===== src/rtl/vga_monitor.sv =====
// VGA receive-side monitor. It recovers pixel coordinates, line and frame geometry, and a per-frame RGB565 checksum.
// Defining VGA_MON_PROBE_EN adds a single-pixel colour probe (probe_x/probe_y in, probe_rgb/probe_hit out).
module vga_monitor #(
  parameter int WIDTH  = 640,
  parameter int HEIGHT = 480
) (
  input  logic        clk,
  input  logic        reset,
  input  logic        vga_clk,
  input  logic        vga_hs,
  input  logic        vga_vs,
  input  logic        vga_blank_n,
  input  logic [7:0]  vga_r,
  input  logic [7:0]  vga_g,
  input  logic [7:0]  vga_b,
`ifdef VGA_MON_PROBE_EN
  input  logic [9:0]  probe_x,
  input  logic [8:0]  probe_y,
  output logic [23:0] probe_rgb,
  output logic        probe_hit,
`endif
  output logic        pix_valid,
  output logic [9:0]  pix_x,
  output logic [8:0]  pix_y,
  output logic [7:0]  pix_r,
  output logic [7:0]  pix_g,
  output logic [7:0]  pix_b,
  output logic        frame_done,
  output logic [15:0] frame_cksum,
  output logic [9:0]  line_len,
  output logic [8:0]  frame_lines,
  output logic        frame_err,
  output logic [7:0]  err_count
);

  // pix_valid and frame_done are single-cycle strobes with no back-pressure.
  // Their companion data is meaningful only while the strobe is high.
  typedef enum logic [1:0] {
    ST_WAIT_VS = 2'd0,
    ST_BLANK   = 2'd1,
    ST_ACTIVE  = 2'd2
  } state_e;

  state_e      state_q, state_d;
  logic        vga_clk_q, hs_q, vs_q;
  logic [9:0]  x_q, x_d;
  logic [8:0]  y_q, y_d;
  logic [15:0] cksum_q, cksum_d;
  logic        line_bad_q, line_bad_d;
  logic        pix_valid_q, pix_valid_d;
  logic [9:0]  pix_x_q, pix_x_d;
  logic [8:0]  pix_y_q, pix_y_d;
  logic [7:0]  pix_r_q, pix_r_d, pix_g_q, pix_g_d, pix_b_q, pix_b_d;
  logic        frame_done_q, frame_done_d;
  logic [15:0] frame_cksum_q, frame_cksum_d;
  logic [9:0]  line_len_q, line_len_d;
  logic [8:0]  frame_lines_q, frame_lines_d;
  logic        frame_err_q, frame_err_d;
  logic [7:0]  err_count_q, err_count_d;
  logic [8:0]  lines_v;
  logic        bad_v;
`ifdef VGA_MON_PROBE_EN
  logic [23:0] probe_rgb_q, probe_rgb_d;
  logic        probe_hit_q, probe_hit_d;
`endif

  logic        stb, vs_fall, hs_fall;
  logic [9:0]  x_inc;
  logic [8:0]  y_inc;
  logic [7:0]  err_inc;
  logic [15:0] px565;

  assign stb     = vga_clk & ~vga_clk_q;
  assign vs_fall = stb & vs_q & ~vga_vs;
  assign hs_fall = stb & hs_q & ~vga_hs;
  assign x_inc   = (x_q == 10'h3FF) ? x_q : x_q + 10'd1;
  assign y_inc   = (y_q == 9'h1FF) ? y_q : y_q + 9'd1;
  assign err_inc = (err_count_q == 8'hFF) ? err_count_q : err_count_q + 8'd1;
  assign px565   = {vga_r[7:3], vga_g[7:2], vga_b[7:3]};

  always_comb begin
    state_d       = state_q;
    x_d           = x_q;
    y_d           = y_q;
    cksum_d       = cksum_q;
    line_bad_d    = line_bad_q;
    pix_valid_d   = 1'b0;
    pix_x_d       = pix_x_q;
    pix_y_d       = pix_y_q;
    pix_r_d       = pix_r_q;
    pix_g_d       = pix_g_q;
    pix_b_d       = pix_b_q;
    frame_done_d  = 1'b0;
    frame_cksum_d = frame_cksum_q;
    line_len_d    = line_len_q;
    frame_lines_d = frame_lines_q;
    frame_err_d   = frame_err_q;
    err_count_d   = err_count_q;
    lines_v       = y_q;
    bad_v         = line_bad_q;
`ifdef VGA_MON_PROBE_EN
    probe_rgb_d   = probe_rgb_q;
    probe_hit_d   = probe_hit_q;
`endif
    if (stb) begin
      if (state_q == ST_WAIT_VS) begin
        // The first vsync after reset only opens a frame; there is nothing to close yet.
        if (vs_fall) state_d = ST_BLANK;
      end else if (vs_fall) begin
        // A pixel presented on the vsync stb is dropped and taints the closing frame.
        bad_v = line_bad_q | vga_blank_n;
        if (state_q == ST_ACTIVE) begin
          lines_v    = y_inc;
          bad_v      = 1'b1;
          line_len_d = x_q;
        end
        bad_v         = bad_v | (lines_v != 9'(HEIGHT));
        frame_done_d  = 1'b1;
        frame_cksum_d = cksum_q;
        frame_lines_d = lines_v;
        frame_err_d   = bad_v;
        if (bad_v) err_count_d = err_inc;
        x_d        = '0;
        y_d        = '0;
        cksum_d    = '0;
        line_bad_d = 1'b0;
        state_d    = ST_BLANK;
`ifdef VGA_MON_PROBE_EN
        probe_hit_d = 1'b0;
`endif
      end else if (state_q == ST_ACTIVE && (hs_fall || !vga_blank_n)) begin
        line_len_d = x_q;
        line_bad_d = line_bad_q | hs_fall | (x_q != 10'(WIDTH));
        x_d        = '0;
        y_d        = y_inc;
        state_d    = ST_BLANK;
      end else if (vga_blank_n) begin
        pix_valid_d = 1'b1;
        pix_x_d     = x_q;
        pix_y_d     = y_q;
        pix_r_d     = vga_r;
        pix_g_d     = vga_g;
        pix_b_d     = vga_b;
        x_d         = x_inc;
        cksum_d     = {cksum_q[14:0], cksum_q[15]} + px565;
        state_d     = ST_ACTIVE;
`ifdef VGA_MON_PROBE_EN
        if (x_q == probe_x && y_q == probe_y) begin
          probe_rgb_d = {vga_r, vga_g, vga_b};
          probe_hit_d = 1'b1;
        end
`endif
      end
    end
  end

  always_ff @(posedge clk) begin
    if (!reset) begin
      state_q       <= ST_WAIT_VS;
      vga_clk_q     <= 1'b0;
      hs_q          <= 1'b0;
      vs_q          <= 1'b0;
      x_q           <= '0;
      y_q           <= '0;
      cksum_q       <= '0;
      line_bad_q    <= 1'b0;
      pix_valid_q   <= 1'b0;
      pix_x_q       <= '0;
      pix_y_q       <= '0;
      pix_r_q       <= '0;
      pix_g_q       <= '0;
      pix_b_q       <= '0;
      frame_done_q  <= 1'b0;
      frame_cksum_q <= '0;
      line_len_q    <= '0;
      frame_lines_q <= '0;
      frame_err_q   <= 1'b0;
      err_count_q   <= '0;
`ifdef VGA_MON_PROBE_EN
      probe_rgb_q   <= '0;
      probe_hit_q   <= 1'b0;
`endif
    end else begin
      vga_clk_q <= vga_clk;
      if (stb) begin
        hs_q <= vga_hs;
        vs_q <= vga_vs;
      end
      state_q       <= state_d;
      x_q           <= x_d;
      y_q           <= y_d;
      cksum_q       <= cksum_d;
      line_bad_q    <= line_bad_d;
      pix_valid_q   <= pix_valid_d;
      pix_x_q       <= pix_x_d;
      pix_y_q       <= pix_y_d;
      pix_r_q       <= pix_r_d;
      pix_g_q       <= pix_g_d;
      pix_b_q       <= pix_b_d;
      frame_done_q  <= frame_done_d;
      frame_cksum_q <= frame_cksum_d;
      line_len_q    <= line_len_d;
      frame_lines_q <= frame_lines_d;
      frame_err_q   <= frame_err_d;
      err_count_q   <= err_count_d;
`ifdef VGA_MON_PROBE_EN
      probe_rgb_q   <= probe_rgb_d;
      probe_hit_q   <= probe_hit_d;
`endif
    end
  end

  assign pix_valid   = pix_valid_q;
  assign pix_x       = pix_x_q;
  assign pix_y       = pix_y_q;
  assign pix_r       = pix_r_q;
  assign pix_g       = pix_g_q;
  assign pix_b       = pix_b_q;
  assign frame_done  = frame_done_q;
  assign frame_cksum = frame_cksum_q;
  assign line_len    = line_len_q;
  assign frame_lines = frame_lines_q;
  assign frame_err   = frame_err_q;
  assign err_count   = err_count_q;
`ifdef VGA_MON_PROBE_EN
  assign probe_rgb   = probe_rgb_q;
  assign probe_hit   = probe_hit_q;
`endif

endmodule


===== config.mk =====
export PLATFORM = sky130hd
export DESIGN_NAME = vga_monitor
export DESIGN_NICKNAME = d
export VERILOG_FILES = /design/src/rtl/vga_monitor.sv
export SDC_FILE = /design/constraint.sdc
export NUM_CORES = 1
export LEC_CHECK = 0
export ABC_AREA = 1
export CAP_MARGIN = 20
export CORE_MARGIN = 4
export CORE_UTILIZATION = 35
export CTS_CLUSTER_DIAMETER = 80
export DETAILED_ROUTE_END_ITERATION = 10
export PLACE_DENSITY_LB_ADDON = 0.08
export SLEW_MARGIN = 20
export SYNTH_ARGS = -nofsm -noshare
export SYNTH_HDL_FRONTEND = slang
export SYNTH_SLANG_ARGS = --single-unit

===== constraint.sdc =====
create_clock -name clk -period 6.2 [get_ports clk]
set_input_delay 1.24 -clock clk [delete_from_list [all_inputs] [get_ports clk]]
set_output_delay 1.24 -clock clk [all_outputs]
set_load 0.01 [all_outputs]

### Word level (Yosys, flattened, before mapping)

Cells that the tools add are included.

| storage, ports and cells | value |
|---|---|
| memory bits (read-only) | 0 |
| RAM bits | 0 |
| flip-flop bits (word level) | 130 |
| bits in latches | 0 |
| word-level logic and storage cells | 99 |
| memories kept | 0 |
| output and inout bits | 89 |
| bits of input ports | 30 |

| cells by class | value |
|---|---|
| $lt $le $gt $ge | 0 |
| eq/ne operators | 10 |
| bitwise operators | 18 |
| multiplexer cells | 30 |
| shifts and indexed selects | 0 |
| divide/modulo/power cells | 0 |
| add/subtract/negate cells | 4 |
| reduce and logical (&&, ||, !) cells | 17 |
| $mul | 0 |

Operators by type and width:

| cell | count |
|---|---|
| two-way mux 10 bit | 7 |
| two-way mux 9 bit | 7 |
| two-way mux 16 bit | 3 |
| adder 16 bit | 1 |
| AND reduction 4 bit | 3 |
| adder 10 x 1 -> 10 bit (second input constant) | 1 |
| == test 10 bit (second input constant) | 1 |
| two-way mux 2 bit | 5 |
| inequality test 10 bit (second input constant) | 1 |
| AND reduction 5 bit | 2 |
| adder 9 x 1 -> 9 bit (second input constant) | 1 |
| == test 9 bit (second input constant) | 1 |
| inequality test 9 bit (second input constant) | 1 |
| NOT 1 bit | 9 |
| AND reduction 3 bit | 3 |
| adder 8 x 1 -> 8 bit (second input constant) | 1 |
| == test 8 bit (second input constant) | 1 |
| two-way mux 1 bit | 8 |
| bitwise AND 1 bit | 5 |
| OR reduction 5 bit | 1 |
| inequality test 2 bit (second input constant) | 2 |
| bitwise OR 1 bit | 4 |
| nonzero test 2 bit | 2 |
| inequality test 3 x 2 -> 1 bit (second input constant) | 1 |
| other kinds (8) | 8 |

### Longest topological paths before layout

| logic depth | value |
|---|---|
| depth in word-level cells | 10 |
| gate-level depth with buffers | 15 |
| depth with buffers taken out | 15 |

### Worst setup path after synthesis

OpenSTA, ideal clock, no wires.

| timing | value |
|---|---|
| kind | in2reg |
| from | in vga_b[3] |
| to | reg cksum_q[10] |
| slack | 3.370 ns |
| arrival | 2.760 ns |
| required time | 6.130 ns |
| library setup time | 0.070 ns |
| cell stages on the path | 13 |
| path buffers | 0 |
| path through | ha_1 inv_1 fa_1 nand3b_1 nand2_1 a21boi_0 nor2_1 inv_1 nor2_1 nor2_1 nand2_1 nand3_1 a21oi_1 |

| on the way | value |
|---|---|
| longest elaborated chain between the ends | 4 |

Ends and longest elaborated chain:

| item | line | source |
|---|---|---|
| start: declaration | 15 | `input logic [7:0] vga_b,` |
| adder 16 bit | 145 | `cksum_d = {cksum_q[14:0], cksum_q[15]} + px565;` |
| two-way mux 16 bit | 137 | `end else if (vga_blank_n) begin` |
| two-way mux 16 bit | 131 | `end else if (state_q == ST_ACTIVE && (hs_fall \|\| !vga_blank_n)) begin` |
| two-way mux 16 bit | 109 | `end else if (vs_fall) begin` |
| end signal: assignment | 192 | `cksum_q <= cksum_d;` |
| end: declaration | 48 | `logic [15:0] cksum_q, cksum_d;` |

Every way passes these cells. The select of a mux whose other input is x is not followed.
A chain may end at the register's enable or synchronous reset.

### Worst setup path after layout

| timing | value |
|---|---|
| from | in vga_clk |
| to | reg cksum_q[0] |

| on the way | value |
|---|---|
| longest elaborated chain between the ends | 7 |
| elaborated cells between the ends (all ways) | 11 |
| those cells by class | eq/ne (1); mux (1); bitwise (5); reduce/logical (4) |

Ends and longest elaborated chain:

| item | line | source |
|---|---|---|
| start: declaration | 9 | `input logic vga_clk,` |
| bitwise AND 1 bit * | 73 | `assign stb = vga_clk & ~vga_clk_q;` |
| bitwise AND 1 bit (2 in a row) | 75 | `assign hs_fall = stb & hs_q & ~vga_hs;` |
| logical OR 1 bit | 131 |  |
| logical AND 1 bit | 131 |  |
| inequality test 2 bit (no line) | n/a |  |
| AND reduction 4 bit (no line) | n/a |  |

Every way passes the cells marked *; elsewhere a longest branch is shown, timed or not.

==> flow_metrics.tcl <==
set metrics [dict create \
    cts-root-buf "clkbuf_16" \
    synth_seq_cells 130 \
    cts_buffers 17 \
    rows 47 \
    area.growth.synth_to_final_pct 31.9 \
    critPathRequiredTime_ns 6.54 \
    die_h_microns 140 \
    rsz0062_at_grt "false" \
    first_global_vias 5480 \
    synth-main-ff-cell "dfxtp_1" \
    seqCellArea_sq_um 2600 \
    tightest_slew_ns 0.852 \
    period_minus_slack_ns 3.20 \
    wl_per_cell_microns 14.5 \
    post-dp-hpwl_mm 11.7 \
    clock_latency_ns 0.42 \
    htreeDepth 4 \
    vias 5649 \
    grt_max_degree 92 \
    hp-start "hs_q$_SDFFE_PN0N_" \
    drt_iter0_markers 297 \
    power_density_nw_per_um2 246 \
    fin_nets 986 \
    irDropWorstVdd_mv 0.214 \
    max-clock-path-buffers 2 \
    worstReg2RegStart "state_q[0]$_SDFFE_PN0P_" \
    critPathArrivalTime_ns 3.53 \
    critical_path_class "in -> reg" \
    dieArea_sq_um 19500 \
    coreArea_sq_um 16800 \
    ys_warn_count 0 \
    die_w_microns 140 \
    n_antenna_cell 0 \
    end_kind "flip-flop" \
    grt_pass1_wl_mm 28.3 \
    hold_path_class "reg -> reg" \
    crit_fanout 65 \
    leakagePower_nw 3.36 \
    syn_area_per_cell_sq_um 7.32 \
    place_ws_ns 2.52 \
    syn_area_sq_um 6060 \
    cts_tree "done" \
    async_flop_share_pct 0 \
    antenna_found_initial 0 \
    port_buffers 118 \
    status "finished, final reports clean" \
    seq_area_frac_synth_pct 42.9 \
    yosysUniqueCellTypes 41 \
    multi_input_area_sq_um 3040 \
    grt_use_total_pct 17.5 \
    viasPerCell 4.83 \
    pin_count 119 \
    slew_violations 0 \
    drive_gt1_share_pct 8.01 \
    dr.pass1.iters 5 \
    slew_headroom_pct 43.2 \
    synth_cells 828 \
    gp_congestion 0.872 \
    finalHoldViolCount 0 \
    post_cts_resize_count 0 \
    drv_cap 0 \
    fin_worst_skew_ns 0.0103 \
    routed_wl_mm 17.0 \
    drtAntennaViolNets 0 \
    max_freq_ghz 0.313 \
    cts_setup_buffers 0 \
    min_period_over_period_pct 51.5 \
    setup_viol 0 \
    path_clk_slew_ns 0.06 \
    overflow 0 \
    whs_ns 0.466 \
    n_fill_cell 1690 \
    syn_nets 878 \
    utilization_pct 47.7 \
    finalWorstSetupSlack_ns 3.00 \
    setup_tns_ns 0 \
    critPathLaunch "vga_clk" \
    synth_edf_count 0 \
    remaining_drc_errors 0 \
    cts_num_sinks 130 \
    finalPower_w 0.00197 \
    initial_utilization_pct 36.2 \
    cts_hold_buf 0 \
    start_kind "input pin" \
]
[through the flow]
stage / instance area [sq um] / instances
global route: 8000 / 1169
detailed placement: 7390 / 1137
CTS: 8000 / 1169
finish: 8000 / 1169
global placement: 7390 / 1137
floorplan: 6060 / 828
[cell usage after synthesis, types with 4 or more instances]
| cell | n | area share (%) |
|---|---|---|
| nand2_1 | 168 | 10 |
| dfxtp_1 | 130 | 43 |
| nor2_1 | 92 | 5.7 |
| a21oi_1 | 88 | 7.3 |
| o21ai_0 | 80 | 6.6 |
| inv_1 | 67 | 4.1 |
| nand3_1 | 50 | 4.1 |
| ha_1 | 19 | 3.9 |
| buf_2 | 13 | 1.1 |
| clkbuf_1 | 13 | 0.80 |
| nand2_2 | 11 | 1.1 |
| nand4_1 | 9 | 0.93 |
| nor3_1 | 9 | 0.74 |
| nor2_2 | 7 | 0.72 |
| a31oi_1 | 6 | 0.62 |
| nand3b_1 | 6 | 0.74 |
| nand3_2 | 5 | 0.83 |
| nor2_4 | 5 | 0.93 |
| inv_2 | 4 | 0.25 |
| o21bai_1 | 4 | 0.50 |
| xor2_1 | 4 | 0.58 |
[state kept, by name (all words and copies together) (netlist names), 8 cells and up]
signal / cells
cksum_q: 16
pix_g: 8
pix_r: 8
pix_x: 10
frame_cksum: 16
x_q: 10
line_len: 10
pix_b: 8
err_count: 8
y_q: 9
pix_y: 9
frame_lines: 9
[worst max-delay path, cell delays in order]
cell             delay [ns]
clkdlybuf4s50_1        0.49
inv_2                  0.05
nor2_4                 0.17
nand2_2                0.14
inv_1                  0.11
o21ai_1                0.14
nor2_4                 0.15
buf_4                  0.54
nand2_1                0.25
inv_1                  0.13
nand2_1                0.05
o21ai_0                0.06
[layout by cell type, fill, tap and decap left out, drive strengths merged, types with 5 or more instances in the layout]
| cell type | count |
|---|---|
| dfxtp | 130 |
| clkbuf | 20 |
| nand3b | 7 |
| a31oi | 6 |
| inv | 73 |
| nand2 | 181 |
| buf | 5 |
| nor3 | 10 |
| nand4 | 9 |
| ha | 19 |
| clkdlybuf4s50 | 117 |
| a21oi | 88 |
| nand3 | 55 |
| nor2 | 104 |
| o21ai | 83 |
[path summary, 6_finish.rpt]
path	slack, ns	depth (start not counted)	to
worst max-delay path	3.00	12	cksum_q[0]$_SDFFE_PN0P_
worst min-delay path	0.47	2	hs_q$_SDFFE_PN0N_
worst max register to register	3.79	10	cksum_q[0]$_SDFFE_PN0P_
worst min register to register	0.47	2	hs_q$_SDFFE_PN0N_
[layer usage]
| layer | vias up | wire [microns] | global-route usage (%) |
|---|---|---|---|
| met4 | 0 | 192 | 5.20 |
| met3 | 17 | 749 | 4.12 |
| li1 | 2969 | - | - |
| met2 | 118 | 7190 | 26.2 |
| met5 | - | 0 | 0 |
| met1 | 2545 | 8850 | 25.2 |
[cell type report]
cell class                      instances  share of cell area (%)
Multi-Input combinational cell        594                    38.0
Sequential cell                       130                    32.5
Timing Repair Buffer                  122                    15.1
Inverter                               71                    3.33
Clock buffer                           20                    5.71
Clock inverter                         12                    1.92
Tap cell                              220                    3.44
[cell families after synthesis]
logic type	after synthesis	share of synthesized area [%]
compound gates	194	16.9
fa+ha+maj	20	4.25
buf+inv	104	7.08
simple gates	373	27.9
flops	130	42.9
xor+xnor	7	1.01
[report_power, final]
group          switching [W]  internal, W
Clock               0.000380     0.000655
Combinational      0.0000486    0.0000375
Sequential        0.00000340     0.000841
Total               0.000432      0.00153
Note: power is estimated with default switching activity, not from simulation.
